`config.mk`:
```
export PLATFORM = sky130hd
export DESIGN_NAME = mdio_responder_flat
export DESIGN_NICKNAME = d
export VERILOG_FILES = /design/src/rtl/mdio_responder_if.sv /design/src/rtl/mdio_responder.sv /design/src/flat_wrapper.sv
export SDC_FILE = /design/constraint.sdc
export NUM_CORES = 1
export LEC_CHECK = 0
export ABC_AREA = 0
export BUFFER_PORTS_ARGS = -buffer_cell sky130_fd_sc_hd__clkbuf_2
export CAP_MARGIN = 20
export CORE_AREA = 2 2 116 118
export CTS_CLUSTER_DIAMETER = 200
export DETAILED_ROUTE_END_ITERATION = 6
export DIE_AREA = 0 0 118 120
export PLACE_DENSITY = 0.66
export SYNTH_ARGS = -nofsm -noshare
export SYNTH_HDL_FRONTEND = slang
export SYNTH_SLANG_ARGS = --single-unit
```
`constraint.sdc`:
```
create_clock -name clk -period 2.3 [get_ports clk]
set_clock_uncertainty 0.2 [all_clocks]
set_input_delay 0.115 -clock clk [delete_from_list [all_inputs] [get_ports clk]]
set_output_delay 0.115 -clock clk [all_outputs]
set_load 0.05 [all_outputs]
```
`src/rtl/mdio_responder_if.sv`:
```
// Host-side MDIO pin bundle: MDC and the split MDIO data/enable pair.
// The host (station) drives mdc/mdio_i; the responder drives mdio_o/mdio_oe.
interface mdio_responder_if;
  logic mdc;
  logic mdio_i;
  logic mdio_o;
  logic mdio_oe;

  modport master (output mdc, output mdio_i, input mdio_o, input mdio_oe);
  modport slave  (input mdc, input mdio_i, output mdio_o, output mdio_oe);
endinterface

```
`src/rtl/mdio_responder.sv`:
```
// Clause-22 MDIO responder presenting a virtual PHY built from fail-over status.
// Build option MDIO_PREAMBLE_SUPPRESS_EN: accept ST after a single preamble one, reg1 bit6 reads 1.
//
// state  | meaning
// S_PRE  | counting preamble ones, a 0 after enough ones is the ST start bit
// S_ST   | second ST bit, must be 1
// S_OP   | two opcode bits, 10 read / 01 write
// S_ADDR | PHYAD + REGAD, ten bits MSB first
// S_SKIP | frame for another PHY, let 18 bits pass undriven
// S_RTA  | read turnaround and 16 data bits driven by us
// S_WTA  | write turnaround and 16 data bits from the host
module mdio_responder #(
  parameter logic [4:0]  PHY_ADDR     = 5'd0,
  parameter logic [15:0] PHY_ID1      = 16'h0141,
  parameter logic [15:0] PHY_ID2      = 16'h0CC2,
  parameter int          PREAMBLE_MIN = 32
) (
  input  logic               clk,
  input  logic               rst,
  mdio_responder_if.slave    mdio,
  input  logic               link_up,
  input  logic [1:0]         speed,
  input  logic               full_duplex,
  input  logic               link_change,
  output logic               intr_n,
  output logic               soft_rst,
  output logic               reg_wr,
  output logic [4:0]         reg_wr_addr,
  output logic [15:0]        reg_wr_data
);

  localparam logic [5:0]  PRE_MIN   = 6'(PREAMBLE_MIN);
  localparam logic [14:0] REG0_RST  = 15'h1140;
  localparam logic [15:0] REG4_RST  = 16'h01E1;
`ifdef MDIO_PREAMBLE_SUPPRESS_EN
  localparam logic [5:0]  PRE_ACCEPT = 6'd1;
  localparam logic [15:0] REG1_BASE  = 16'h7949;
`else
  localparam logic [5:0]  PRE_ACCEPT = PRE_MIN;
  localparam logic [15:0] REG1_BASE  = 16'h7909;
`endif

  typedef enum logic [2:0] {
    S_PRE, S_ST, S_OP, S_ADDR, S_SKIP, S_RTA, S_WTA
  } state_t;

  state_t      state;
  logic [5:0]  ones_cnt;
  logic [4:0]  bit_cnt;
  logic        op_first;
  logic        is_read;
  logic [8:0]  addr_sr;
  logic [4:0]  regad_q;
  logic [15:0] wdata_sr;
  logic [15:0] snap;
  logic        mdio_o_r;
  logic        mdio_oe_r;

  logic mdc_s1, mdc_s2, mdc_s3;
  logic mdio_s1, mdio_s2;

  logic [14:0] reg0;
  logic [15:0] reg4;
  logic        int_en;
  logic        lc_latch;
  logic        link_ll;

  logic        rise;
  logic [9:0]  addr_full;
  logic        phy_match;
  logic        rd_snap;
  logic        wr_done;
  logic [15:0] wr_data_full;
  logic [15:0] rd_data;

  always_ff @(posedge clk) begin
    if (rst) begin
      mdc_s1  <= 1'b0;
      mdc_s2  <= 1'b0;
      mdc_s3  <= 1'b0;
      mdio_s1 <= 1'b1;
      mdio_s2 <= 1'b1;
    end else begin
      mdc_s1  <= mdio.mdc;
      mdc_s2  <= mdc_s1;
      mdc_s3  <= mdc_s2;
      mdio_s1 <= mdio.mdio_i;
      mdio_s2 <= mdio_s1;
    end
  end

  assign rise         = mdc_s2 & ~mdc_s3;
  assign addr_full    = {addr_sr, mdio_s2};
  assign phy_match    = (addr_full[9:5] == PHY_ADDR);
  assign rd_snap      = rise && (state == S_ADDR) && (bit_cnt == 5'd0) && phy_match && is_read;
  assign wr_done      = rise && (state == S_WTA) && (bit_cnt == 5'd0);
  assign wr_data_full = {wdata_sr[14:0], mdio_s2};

  always_comb begin
    rd_data = 16'h0000;
    case (addr_full[4:0])
      5'd0:  rd_data = {1'b0, reg0};
      5'd1:  rd_data = REG1_BASE | {13'b0, link_ll, 2'b00};
      5'd2:  rd_data = PHY_ID1;
      5'd3:  rd_data = PHY_ID2;
      5'd4:  rd_data = reg4;
      5'd17: rd_data = {speed, full_duplex, 1'b0, link_up, link_up, 10'b0};
      5'd18: rd_data = {5'b0, int_en, 10'b0};
      5'd19: rd_data = {5'b0, lc_latch, 10'b0};
      default: rd_data = 16'h0000;
    endcase
  end

  always_ff @(posedge clk) begin
    if (rst) begin
      state     <= S_PRE;
      ones_cnt  <= 6'd0;
      bit_cnt   <= 5'd0;
      op_first  <= 1'b0;
      is_read   <= 1'b0;
      addr_sr   <= 9'd0;
      regad_q   <= 5'd0;
      wdata_sr  <= 16'h0000;
      snap      <= 16'h0000;
      mdio_o_r  <= 1'b1;
      mdio_oe_r <= 1'b0;
    end else if (rise) begin
      case (state)
        S_PRE: begin
          if (mdio_s2) begin
            if (ones_cnt != PRE_MIN) ones_cnt <= ones_cnt + 6'd1;
          end else begin
            if (ones_cnt >= PRE_ACCEPT) state <= S_ST;
            ones_cnt <= 6'd0;
          end
        end
        S_ST: begin
          if (mdio_s2) begin
            state   <= S_OP;
            bit_cnt <= 5'd1;
          end else begin
            state <= S_PRE;
          end
        end
        S_OP: begin
          if (bit_cnt != 5'd0) begin
            op_first <= mdio_s2;
            bit_cnt  <= 5'd0;
          end else begin
            bit_cnt <= 5'd9;
            case ({op_first, mdio_s2})
              2'b10: begin is_read <= 1'b1; state <= S_ADDR; end
              2'b01: begin is_read <= 1'b0; state <= S_ADDR; end
              default: state <= S_PRE;
            endcase
          end
        end
        S_ADDR: begin
          addr_sr <= addr_full[8:0];
          if (bit_cnt != 5'd0) begin
            bit_cnt <= bit_cnt - 5'd1;
          end else begin
            bit_cnt <= 5'd17;
            regad_q <= addr_full[4:0];
            if (!phy_match) begin
              state <= S_SKIP;
            end else if (is_read) begin
              snap  <= rd_data;
              state <= S_RTA;
            end else begin
              state <= S_WTA;
            end
          end
        end
        S_SKIP: begin
          if (bit_cnt != 5'd0) bit_cnt <= bit_cnt - 5'd1;
          else state <= S_PRE;
        end
        S_RTA: begin
          // bit_cnt 17 is the turnaround zero, 16..1 the data, 0 releases the line
          if (bit_cnt == 5'd17) begin
            mdio_oe_r <= 1'b1;
            mdio_o_r  <= 1'b0;
          end else if (bit_cnt == 5'd0) begin
            mdio_oe_r <= 1'b0;
            mdio_o_r  <= 1'b1;
            state     <= S_PRE;
          end else begin
            mdio_o_r <= snap[15];
            snap     <= {snap[14:0], 1'b0};
          end
          if (bit_cnt != 5'd0) bit_cnt <= bit_cnt - 5'd1;
        end
        S_WTA: begin
          wdata_sr <= wr_data_full;
          if (bit_cnt != 5'd0) bit_cnt <= bit_cnt - 5'd1;
          else state <= S_PRE;
        end
        default: state <= S_PRE;
      endcase
    end
  end

  always_ff @(posedge clk) begin
    if (rst) begin
      reg0        <= REG0_RST;
      reg4        <= REG4_RST;
      int_en      <= 1'b0;
      lc_latch    <= 1'b0;
      link_ll     <= 1'b0;
      intr_n      <= 1'b1;
      soft_rst    <= 1'b0;
      reg_wr      <= 1'b0;
      reg_wr_addr <= 5'd0;
      reg_wr_data <= 16'h0000;
    end else begin
      soft_rst <= 1'b0;
      reg_wr   <= 1'b0;
      intr_n   <= ~(int_en & lc_latch);

      if (rd_snap && addr_full[4:0] == 5'd1) link_ll <= link_up;
      else if (!link_up)                     link_ll <= 1'b0;

      if (link_change)                            lc_latch <= 1'b1;
      else if (rd_snap && addr_full[4:0] == 5'd19) lc_latch <= 1'b0;

      if (wr_done) begin
        reg_wr      <= 1'b1;
        reg_wr_addr <= regad_q;
        reg_wr_data <= wr_data_full;
        case (regad_q)
          5'd0: begin
            if (wr_data_full[15]) begin
              soft_rst <= 1'b1;
              reg0     <= REG0_RST;
            end else begin
              reg0 <= wr_data_full[14:0];
            end
          end
          5'd4:  reg4   <= wr_data_full;
          5'd18: int_en <= wr_data_full[10];
          default: ;
        endcase
      end
    end
  end

  assign mdio.mdio_o  = mdio_o_r;
  assign mdio.mdio_oe = mdio_oe_r;

endmodule

```
`src/flat_wrapper.sv`:
```
// flat-port wrapper written by rule: the top's interface ports become plain ports
module mdio_responder_flat 
#(
  parameter logic [4:0]  PHY_ADDR     = 5'd0,
  parameter logic [15:0] PHY_ID1      = 16'h0141,
  parameter logic [15:0] PHY_ID2      = 16'h0CC2,
  parameter int          PREAMBLE_MIN = 32
)
  (clk, rst, link_up, speed, full_duplex, link_change, intr_n, soft_rst, reg_wr, reg_wr_addr, reg_wr_data, mdio_mdc, mdio_mdio_i, mdio_mdio_o, mdio_mdio_oe);
  mdio_responder_if mdio_i ();
  input  logic clk;
  input  logic rst;
  input  logic link_up;
  input  logic [1:0] speed;
  input  logic full_duplex;
  input  logic link_change;
  output logic intr_n;
  output logic soft_rst;
  output logic reg_wr;
  output logic [4:0] reg_wr_addr;
  output logic [15:0] reg_wr_data;
  input wire logic [$bits(mdio_i.mdc)-1:0] mdio_mdc;
  input wire logic [$bits(mdio_i.mdio_i)-1:0] mdio_mdio_i;
  output wire logic [$bits(mdio_i.mdio_o)-1:0] mdio_mdio_o;
  output wire logic [$bits(mdio_i.mdio_oe)-1:0] mdio_mdio_oe;
  assign mdio_i.mdc = mdio_mdc;
  assign mdio_i.mdio_i = mdio_mdio_i;
  assign mdio_mdio_o = mdio_i.mdio_o;
  assign mdio_mdio_oe = mdio_i.mdio_oe;
  mdio_responder #(.PHY_ADDR(PHY_ADDR), .PHY_ID1(PHY_ID1), .PHY_ID2(PHY_ID2), .PREAMBLE_MIN(PREAMBLE_MIN)) u_core (.clk(clk), .rst(rst), .mdio(mdio_i), .link_up(link_up), .speed(speed), .full_duplex(full_duplex), .link_change(link_change), .intr_n(intr_n), .soft_rst(soft_rst), .reg_wr(reg_wr), .reg_wr_addr(reg_wr_addr), .reg_wr_data(reg_wr_data));
endmodule
```
# --- Yosys cells after proc, flatten, opt, wreduce, memory -nomap -nowiden ---
# Cells that the tools add are included.
word_totals:
  regBits: 126
  in_bits: 9
  wordCells: 144
  output_inout_bits: 26
op_classes:
  mux: 38
  n_lt_le_gt_ge: 1
  n_eq_ne: 33
  addsub: 2
  reduce_logical: 37
  n_bitwise: 7
op_table:
  columns: ["op", "count"]
  rows:
  - ["$pmux 16 s8", 1]
  - ["$mux 16", 5]
  - ["$pmux 16 s2", 1]
  - ["$eq 5x5->1 const B", 5]
  - ["$mux 3", 8]
  - ["$logic_not 5->1", 4]
  - ["$pmux 5 s4", 1]
  - ["$pmux 3 s6", 1]
  - ["$mux 15", 1]
  - ["$mux 5", 3]
  - ["$ne 2x1->1 const B", 7]
  - ["$ne 2x2->1 const B", 7]
  - ["$mux 6", 2]
  - ["$reduce_and 2->1", 6]
  - ["$reduce_and 3->1", 4]
  - ["$eq 5x2->1 const B", 2]
  - ["$eq 5x3->1 const B", 2]
  - ["$mux 1", 10]
  - ["$eq 3x3->1 const B", 3]
  - ["$logic_and 1x1->1", 8]
  - ["$reduce_and 4->1", 2]
  - ["$reduce_and 8->1", 1]
  - ["$reduce_bool 2->1", 4]
  - ["$reduce_and 7->1", 1]
  - ["other kinds (19)", 29]

# --- Depth between registers and ports, before layout ---
logic_depth:
  depth_word: 9
  depth_mapped: 10

# --- Least setup slack after synthesis ---
# OpenSTA, ideal clock, no wires.
synth_timing:
  kind: "reg2reg"
  startpoint: "reg u_core.bit_cnt[0]"
  endpoint: "reg u_core.lc_latch"
  arrival_time_ns: 1.985
  slack_ns: -0.017
  n_path_buf: 1
  period_less_slack_ns: 2.317
  path_stages_with_launch: 9
  path_cell_list: "dfxtp_1 inv_1 ha_1 or4b_1 buf_6 nor3_2 nand3_1 o21ai_0 a21oi_1"
synth_between:
  elab_chain_cells: 6
synth_rtl:
  columns: ["item", "line_no", "rtl"]
  rows:
  - ["from (decl)", "mdio_responder.sv:49", "logic [4:0] bit_cnt;"]
  - ["from (signal assigned)", "mdio_responder.sv:161", "bit_cnt <= bit_cnt - 5'd1;"]
  - ["from (signal assigned)", "mdio_responder.sv:176", "if (bit_cnt != 5'd0) bit_cnt <= bit_cnt - 5'd1;"]
  - ["from (signal assigned)", "mdio_responder.sv:192", "if (bit_cnt != 5'd0) bit_cnt <= bit_cnt - 5'd1;"]
  - ["$logic_not 5->1", "mdio_responder.sv:95", "assign rd_snap = rise && (state == S_ADDR) && (bit_cnt == 5'd0) && phy_match && is_read;"]
  - ["$logic_and 1x1->1 (3 in series)", "mdio_responder.sv:95", null]
  - ["$logic_and 1x1->1", "mdio_responder.sv:225", "else if (rd_snap && addr_full[4:0] == 5'd19) lc_latch <= 1'b0;"]
  - ["$reduce_bool 2->1 (no line)", null, null]
  - ["to (signal assigned)", "mdio_responder.sv:209", "lc_latch <= 1'b0;"]
  - ["to (signal assigned)", "mdio_responder.sv:224", "if (link_change) lc_latch <= 1'b1;"]
  - ["to (signal assigned)", "mdio_responder.sv:225", null]
  - ["to (decl)", "mdio_responder.sv:65", "logic lc_latch;"]
# No other way between the ends.
# A chain may end at the register's enable or synchronous reset.

# --- Worst setup path after layout ---
layout_timing:
  startpoint: "reg u_core.addr_sr[5]"
  endpoint: "reg u_core.state[1]"
layout_between:
  elab_chain_cells: 4
layout_rtl:
  columns: ["item", "line_no", "rtl"]
  rows:
  - ["from (decl)", "mdio_responder.sv:52", "logic [8:0] addr_sr;"]
  - ["from (signal assigned)", "mdio_responder.sv:159", "addr_sr <= addr_full[8:0];"]
  - ["$logic_not 5->1", "mdio_responder.sv:94", "assign phy_match = (addr_full[9:5] == PHY_ADDR);"]
  - ["$mux 3", "mdio_responder.sv:165", "if (!phy_match) begin"]
  - ["$mux 3", "mdio_responder.sv:160", "if (bit_cnt != 5'd0) begin"]
  - ["$pmux 3 s6", "mdio_responder.sv:128", "case (state)"]
  - ["to (signal assigned)", "mdio_responder.sv:133", "if (ones_cnt >= PRE_ACCEPT) state <= S_ST;"]
  - ["to (signal assigned)", "mdio_responder.sv:166", "state <= S_SKIP;"]
  - ["to (signal assigned)", "mdio_responder.sv:169", "state <= S_RTA;"]
  - ["to (decl)", "mdio_responder.sv:47", "state_t state;"]
# No other way between the ends. The select of a mux whose other input is x is not followed.

==> impl_metrics.tcl <==
set metrics [dict create \
    maxCapViolations 0 \
    fin_crit_sh 0.997 \
    net-switching-power_mw 1.08 \
    globalRouteMet3Util 0.0589 \
    grtUsageTotal 0.211 \
    overflow 0 \
    antenna_left 0 \
    yosysTopAreaCell "dfxtp_1" \
    critPathLaunchType "flip-flop" \
    drive_gt1_frac 0.216 \
    placedCellCount 912 \
    critPathMaxFanout 3 \
    synth-async-reset-ratio 0 \
    gp_congestion 0.833 \
    max-slew-margin-rel 0.571 \
    area_growth_pct 25.1 \
    syn_area_per_cell_sq_um 8.07 \
    grtUsageMet2 0.330 \
    critPathMaxStageDelay_ps 560 \
    ios 35 \
    antenna_cells 0 \
    die_area_sq_um 14200 \
    cts_buffer_depth 2 \
    synth_edf_count 0 \
    synth.area.top_cells "dfxtp_1, nand2_1, a21oi_1, nor2_1, o21ai_0" \
    critical_path.slowest_cell "or4_4" \
    initial_core_util 0.436 \
    cts-root-buf "clkbuf_16" \
    dr_total_vias 5217 \
    antenna_found_initial 0 \
    netSwitchingFraction 0.221 \
    top_usage_layer "met2" \
    p_leak_nw 2.54 \
    netlist_instances 701 \
    worstMarginPinSlew_ps 643 \
    end_kind "flip-flop" \
    synth_top_cell_area_share 0.446 \
    rows 42 \
    cts_buffers 17 \
    yosys_warnings 0 \
    clk_pin_slew_ps 60 \
    io_buffer_count 34 \
    drv_slew 0 \
    seqPwrFrac 0.449 \
    setup_viol 0 \
    synthTopCellsByCount "nand2_1, dfxtp_1, a21oi_1" \
    die_w_um 118 \
    outcome "finished, final reports clean" \
    syn_nets 716 \
    hp-class "in -> reg" \
    clockPowerShare 0.527 \
    final_nets 780 \
    cellPowerDensity_nw_per_um2 691 \
    core_sq_um 13000 \
    cp_common_cell "or4_4" \
    pwr-share-comb 0.024 \
    clock_latency_ps 410 \
    post_drt_via_cell_ratio 5.47 \
    yosysSeqAreaShare 0.446 \
    ys.flop_type "dfxtp_1" \
    internal_power_mw 3.81 \
    power_mw 4.89 \
    critPathKind "reg -> reg" \
    route.detailed.drc 0 \
    drt-pass1-iter-count 5 \
    grt_max_degree 49 \
    die_y_um 120 \
    fmax_mhz 436 \
    hpwl_um 9490 \
    grt_util_met1 0.280 \
    ir_worst_vdd_mv 0.492 \
    synth_area_sq_um 5660 \
    cts.sinks 126 \
    h-tree-depth 4 \
    fillers 1188 \
    required_ps 2450 \
    grt_pass1_wl_um 24000 \
    crit_chain "or4_4, or4_4, o221ai_2, or4b_4, a21oi_2" \
    finalHoldViolCount 0 \
    ys_ff_latch 126 \
    stdcell_count 954 \
    fin_crit_ps 2290 \
    synth_most_common_cell "nand2_1" \
    wl_per_cell_um 15.4 \
    cts_tree "yes" \
    ys_types 64 \
    grt_pass1_vias 4893 \
    first_iter_violations 405 \
    rsz0062_at_grt "yes" \
    wirelength_um 14700 \
    worst-endpoint-arrival_ps 2440 \
]
[worst paths after layout]
| check | slack (ps) | end | start | depth (start not counted) |
|---|---|---|---|---|
| max | 6 | u_core.state[1] | u_core.addr_sr[5] | 5 |
| min reg2reg | 210 | u_core.mdio_s2 | u_core.mdio_s1 | 1 |
| min | 30 | u_core.snap[15] | speed[1] | 5 |
| max reg2reg | 6 | u_core.state[1] | u_core.addr_sr[5] | 5 |
[layout make-up]
class,count,area [sq um],area share
repair buffers,97,719,0.102
flip-flops and latches,126,2530,0.357
multi-input cells,513,3000,0.423
clock buffers,21,470,0.0665
well taps,176,220,0.0311
clock inverters,11,108,0.0152
inverters,10,37.5,0.00530
[kinds of logic (layout without fill, tap and decap cells)]
group / after synthesis / in the layout / share of synthesized area
multiplexers: 13 / 13 / 0.0241
XOR/XNOR: 1 / 1 / 0.00155
AO/OA/AOI/OAI: 187 / 189 / 0.202
AND/OR/NAND/NOR: 304 / 304 / 0.264
flip-flops: 126 / 126 / 0.446
buffers and inverters: 64 / 139 / 0.0489
adder cells (fa/ha/maj): 6 / 6 / 0.0133
[stage by stage]
step                      hold WS (ps)  TNS (ps)   util  worst slack (ps)  instance area [sq um]
after floorplan                   18.8         0      -              6.77                   5660
after global placement            96.9      -235  0.484             -54.9                   6280
after global routing              63.3     -50.7  0.545             -13.7                   7080
after CTS                         6.44         0  0.535              7.76                   6940
final                             28.0         0  0.545              6.44                   7080
after detailed placement           101     -1780  0.484              -138                   6280
[power by group through the flow]
stage	Combinational (mW)	Clock (mW)	Sequential [mW]
after CTS	0.113	2.62	2.20
after global routing	0.126	2.73	2.20
after global placement	0.103	0	2.24
final	0.116	2.58	2.20
after floorplan	0.0685	0	2.24
after detailed placement	0.105	0	2.24
[metal layers]
layer	wire [um]	part of all wire
met5	0	0
met4	218	0.015
met3	745	0.051
met2	6840	0.47
met1	6890	0.47
[what timing repair did]
| item | in CTS | in global routing |
|---|---|---|
| hold buffers | 5 | 0 |
| setup buffers | 0 | 3 |
| cloned | 1 | 1 |
| gates resized for setup | 6 | 24 |
| endpoints found under the setup margin | 24 | 31 |
| pin swaps | 3 | 5 |
| hold endpoints to repair | 43 | 0 |
[worst max-delay path, delay by kind of cell, from the launching register on]
kind,cells,cell delay (ps)
simple gates,3,1480
compound gates,2,230
flops,1,310
[state kept, by name, indices dropped and copies added, names as in the netlist, 3 cells and up]
signal / count
u_core.addr_sr: 9
u_core.regad_q: 5
u_core.reg0: 15
u_core.wdata_sr: 15
u_core.reg_wr_data: 16
u_core.reg4: 16
u_core.state: 3
u_core.bit_cnt: 5
u_core.snap: 16
u_core.reg_wr_addr: 5
u_core.ones_cnt: 6
[layout by cell type (no fill, tap or decap), types with 3 or more instances in the layout]
cell type / instances
nor3b_1: 4
buf_12: 4
nand3b_1: 20
nand3_1: 12
o31ai_1: 4
and2_1: 3
a21oi_1: 97
or2_2: 3
nor3_1: 15
a22oi_1: 9
nor4_1: 3
buf_4: 52
clkbuf_8: 3
mux2_2: 5
nor2_1: 51
dfxtp_1: 123
clkinv_4: 4
inv_1: 8
o21bai_1: 4
or4_4: 3
dlygate4sd3_1: 5
nand2_1: 145
clkbuf_16: 17
nand2b_1: 8
clkbuf_2: 33
mux2i_1: 8
a211oi_1: 7
a211oi_2: 7
nor2b_1: 11
dfxtp_2: 3
a31oi_1: 5
ha_1: 5
buf_6: 3
o21ai_0: 31
(Power assumes the default switching activity.)
